[src/rtl/fifo_pkg.sv]
// Shared definitions for the dual-clock FIFO pointer controllers (read and write side).
package fifo_pkg;

  localparam int unsigned ADDR_WIDTH_DEF = 3;
  localparam int unsigned PTR_W          = ADDR_WIDTH_DEF + 1;
  localparam int unsigned FN_W           = 32;

  // Width-agnostic: operands narrower than FN_W are zero-extended by the caller.
  function automatic logic [FN_W-1:0] bin2gray(input logic [FN_W-1:0] b);
    return b ^ (b >> 1);
  endfunction

  function automatic logic [FN_W-1:0] gray2bin(input logic [FN_W-1:0] g);
    logic [FN_W-1:0] b;
    b = g;
    for (int i = int'(FN_W) - 2; i >= 0; i--) begin
      b[i] = b[i+1] ^ g[i];
    end
    return b;
  endfunction

endpackage

[src/rtl/fifo_gray2bin.sv]
// Combinational Gray-to-binary converter, MSB-down XOR prefix chain.
module fifo_gray2bin #(
  parameter int unsigned W = 4
) (
  input  logic [W-1:0] gray,
  output logic [W-1:0] bin
);

  always_comb begin
    bin = gray;
    for (int i = int'(W) - 2; i >= 0; i--) begin
      bin[i] = bin[i+1] ^ gray[i];
    end
  end

endmodule

[src/rtl/async_fifo_rd_ctrl.sv]
// Read-domain pointer and status controller for the dual-clock FIFO.
module async_fifo_rd_ctrl
  import fifo_pkg::*;
#(
  parameter int unsigned ADDR_WIDTH    = ADDR_WIDTH_DEF,
  parameter int unsigned AEMPTY_THRESH = 1
) (
  input  logic                  R_CLK,
  input  logic                  R_RST,
  input  logic                  rd_inc,
  input  logic                  clr_underflow,
  input  logic [ADDR_WIDTH:0]   gray_wr_ptr,
  output logic [ADDR_WIDTH-1:0] rd_addr,
  output logic [ADDR_WIDTH:0]   gray_rd_ptr,
  output logic                  rd_empty,
  output logic                  rd_almost_empty,
  output logic [ADDR_WIDTH:0]   rd_level,
  output logic                  rd_underflow
);

  localparam int unsigned PW = ADDR_WIDTH + 1;

  logic [PW-1:0] bin_ptr;
  logic [PW-1:0] bin_next;
  logic [PW-1:0] gray_next;
  logic [PW-1:0] wr_bin;
  logic [PW-1:0] level_next;
  logic          rd_accept;
  logic          empty_next;
  logic          aempty_next;
  logic          underflow_next;

  fifo_gray2bin #(.W(PW)) u_wr_g2b (
    .gray (gray_wr_ptr),
    .bin  (wr_bin)
  );

  // Empty compares against the synchronised Gray pointer so it can never deassert early.
  always_comb begin
    rd_accept      = rd_inc & ~rd_empty;
    bin_next       = bin_ptr + PW'(rd_accept);
    gray_next      = PW'(bin2gray(FN_W'(bin_next)));
    level_next     = wr_bin - bin_next;
    empty_next     = (gray_next == gray_wr_ptr);
    aempty_next    = (level_next <= PW'(AEMPTY_THRESH));
    underflow_next = (rd_inc & rd_empty) | (rd_underflow & ~clr_underflow);
  end

  always_ff @(posedge R_CLK or negedge R_RST) begin
    if (!R_RST) begin
      bin_ptr         <= '0;
      gray_rd_ptr     <= '0;
      rd_empty        <= 1'b1;
      rd_almost_empty <= 1'b1;
      rd_level        <= '0;
      rd_underflow    <= 1'b0;
    end else begin
      bin_ptr         <= bin_next;
      gray_rd_ptr     <= gray_next;
      rd_empty        <= empty_next;
      rd_almost_empty <= aempty_next;
      rd_level        <= level_next;
      rd_underflow    <= underflow_next;
    end
  end

  assign rd_addr = bin_ptr[ADDR_WIDTH-1:0];

endmodule
[config.mk]
export PLATFORM = sky130hd
export DESIGN_NAME = async_fifo_rd_ctrl
export DESIGN_NICKNAME = d
export VERILOG_FILES = /design/src/rtl/fifo_pkg.sv /design/src/rtl/fifo_gray2bin.sv /design/src/rtl/async_fifo_rd_ctrl.sv
export SDC_FILE = /design/constraint.sdc
export NUM_CORES = 1
export LEC_CHECK = 0
export CAP_MARGIN = 0
export CORE_UTILIZATION = 48
export CTS_CLUSTER_DIAMETER = 50
export DETAILED_ROUTE_END_ITERATION = 8
export PLACE_DENSITY_LB_ADDON = 0.08
export SLEW_MARGIN = 10
export SYNTH_ARGS = -nofsm -noshare
export SYNTH_HDL_FRONTEND = slang
export SYNTH_SLANG_ARGS = --single-unit
[constraint.sdc]
create_clock -name R_CLK -period 5.5 [get_ports R_CLK]
set_input_delay 1.1 -clock R_CLK [delete_from_list [all_inputs] [get_ports R_CLK]]
set_output_delay 1.1 -clock R_CLK [all_outputs]
set_load 0.02 [all_outputs]
==> results.json <==
{
  "yosys_warnings": 0,
  "required_ns": 5.69,
  "cts_buffers": 3,
  "synth-edff-count": 0,
  "setup_viol": 0,
  "clk_latency_ns": 0.27,
  "design.core.area_um2": 1350,
  "synth_top_area_frac": 0.4159,
  "worstHoldEndpoint": "rd_underflow",
  "drv_cap": 0,
  "cts_resized": 0,
  "wirelength_um": 1083,
  "min_from": "rd_underflow",
  "crit_start": "rd_inc",
  "initial_utilization": 0.5348,
  "n_fill_cell": 103,
  "die_area_um2": 1663,
  "relSlewSlack": 0.6120,
  "ys_seq_area_frac": 0.4887,
  "clk_pin_slew_ns": 0.07,
  "place_ws_ns": 1.955,
  "synth_top_flop_cell": "dfrtp_1",
  "overflow": 0,
  "synth-async-reset-ratio": 1.000,
  "reg2reg_slack_ns": 3.06,
  "path_class": "in2reg",
  "die_x_um": 40.78,
  "cp_common_cell": "ha_1",
  "arrival_ns": 3.45,
  "drc_errors": 0,
  "irDropWorstVdd_mv": 0.3554,
  "ios": 22,
  "antenna_found_initial": 0,
  "fin_util": 0.7183,
  "synth_area_per_cell_um2": 12.89,
  "reg2reg_depth": 9,
  "drive_above_1_share": 0.1139,
  "cts_setup_buffers": 0,
  "critPathLaunchType": "input pin",
  "fin_ws_ns": 2.242,
  "power_density_nw_per_um2": 686.5,
  "end_kind": "flip-flop",
  "status": "completed",
  "globalRouteTotalUtil": 0.1554,
  "post-route-min-period_ns": 3.258,
  "synth_area_leaders": "dfrtp_1, xnor2_1, ha_1",
  "wl_per_cell_um": 11.52,
  "reg2reg_from": "rd_empty",
  "yosys.area.top_type": "dfrtp_1",
  "leakagePower_nw": 0.4276,
  "synth_cell_type_count": 22,
  "grt_pass1_wl_um": 1635,
  "vias_per_cell": 4.936,
  "rsz0062_at_grt": "false",
  "synth_area_um2": 721.9,
  "via_count": 464,
  "clockRootBuffer": "clkbuf_4",
  "dr.pass1.iters": 3,
  "worstHoldPathCells": 2,
  "synth_seq_cells": 14,
  "max_freq_mhz": 306.9,
  "postRouteAntennaNets": 0,
  "diodes": 0,
  "num_rows": 13,
  "cts.sinks": 14,
  "clk_path_buf_depth": 2,
  "ctsHoldBuffers": 0,
  "dpl.cell_count": 91,
  "grt_max_degree": 15,
  "syn2layout_area_growth_pct": 34.32,
  "die_h_um": 40.78,
  "gp_congestion": 0.6810,
  "report.final.slew_viol_count": 0,
  "slowest_stage": "or3b_2",
  "cts_tree": "built",
  "synth_nets": 69,
  "hp-class": "reg2reg",
  "rr_endpoint": "rd_almost_empty",
  "setup_tns_ns": 0,
  "worst-path-max-fanout": 3,
  "h-tree-depth": 1,
  "worstMarginPinSlew_ns": 0.5801,
  "max_stage_delay_ns": 0.47,
  "final_common_cell": "clkdlybuf4s50_1",
  "postSynthCellCount": 56,
  "dp_hpwl_um": 906.7,
  "final_hold_viol_count": 0,
  "layoutNonFillerInstCount": 94,
  "nets": 94,
  "final_cell_mix": "clkdlybuf4s50_1, dfrtp_1, xnor2_1",
  "drtIter0Drc": 5,
  "fin_worst_skew_ns": 0.006241,
  "grt_pass1_vias": 401,
  "fin_crit_sh": 0.5924,
  "port_buffers": 21,
  "cp_cell_sequence": "clkdlybuf4s50_1 > nor2b_1 > ha_1 > ha_1 > xnor2_1 > ha_1 > or3b_2 > o311ai_4 > xnor2_1 > nor3_2"
}
[registers in the layout (all words and copies together) (netlist names)]
name / cells
rd_underflow: 1
bin_ptr: 4
rd_empty: 1
gray_rd_ptr: 3
rd_almost_empty: 1
rd_level: 4
[synthesized netlist by cell type, types with 2 or more instances]
cell type	count
and2_1	2
dfrtp_1	12
dfstp_2	2
ha_1	5
inv_1	6
xnor2_1	8
xor2_1	6
[critical path, delay by kind of cell]
kind                     cells  cell delay [ns]
AO/OA/AOI/OAI                1             0.10
XOR/XNOR                     2             0.50
adder cells (fa/ha/maj)      3             0.64
buffers and inverters        1             0.43
AND/OR/NAND/NOR              3             0.68
[per-layer routing]
layer / part of all wire / wire [um] / vias to the layer above / GRT usage
met3: 0.048 / 52 / 2 / 0.04891
met5: 0 / 0 / - / 0
met4: 0.0074 / 8 / 0 / 0.05000
met1: 0.45 / 485 / 218 / 0.1856
li1: - / - / 228 / -
met2: 0.50 / 537 / 16 / 0.2617
[worst max path at each step]
| stage | endpoint | depth (start not counted) |
|---|---|---|
| 2_1_floorplan | rd_almost_empty | 9 |
| 3_3_place_gp | rd_almost_empty | 10 |
| 3_5_place_dp | rd_almost_empty | 10 |
| 4_1_cts | rd_almost_empty | 10 |
| 5_1_grt | rd_almost_empty | 10 |
| 6_report | rd_almost_empty | 10 |
[logic make-up after synthesis]
group / Yosys count / share of synthesized area
xor gates and xnor gates: 16 / 0.2340
and+or+nand+nor: 9 / 0.07624
DFF: 14 / 0.4887
buffers and inverters: 7 / 0.03639
adders and majority gates: 5 / 0.08666
AOI/OAI and AO/OA: 4 / 0.06413
muxes: 1 / 0.01387
[final cells by class]
cell class / instances / area (um^2) / area share
sequential: 14 / 352.8 / 0.3639
multi-input combinational: 35 / 342.8 / 0.3535
timing repair buffer: 21 / 210.2 / 0.2168
clock buffer: 3 / 22.52 / 0.02323
inverter: 6 / 22.52 / 0.02323
tap: 15 / 18.77 / 0.01935
[metrics by stage]
| step | instance area (um^2) | hold slack (ns) | total power [W] |
|---|---|---|---|
| after global placement | 947.2 | 0.5290 | 0.0006104 |
| after CTS | 969.7 | 0.5439 | 0.0006748 |
| after global routing | 969.7 | 0.5803 | 0.0007203 |
| after detailed placement | 947.2 | 0.5289 | 0.0006191 |
| final | 969.7 | 0.5404 | 0.0006657 |
| after floorplan | 721.9 | 0.5554 | 0.0004809 |
[report_power, final]
part | internal [W] | switching, W | total [W]
registers | 0.000157 | 0.0000228 | 0.000180
clock network | 0.0000253 | 0.0000278 | 0.0000531
logic | 0.000215 | 0.000218 | 0.000433
No activity file was read; power rests on OpenSTA's default activity.
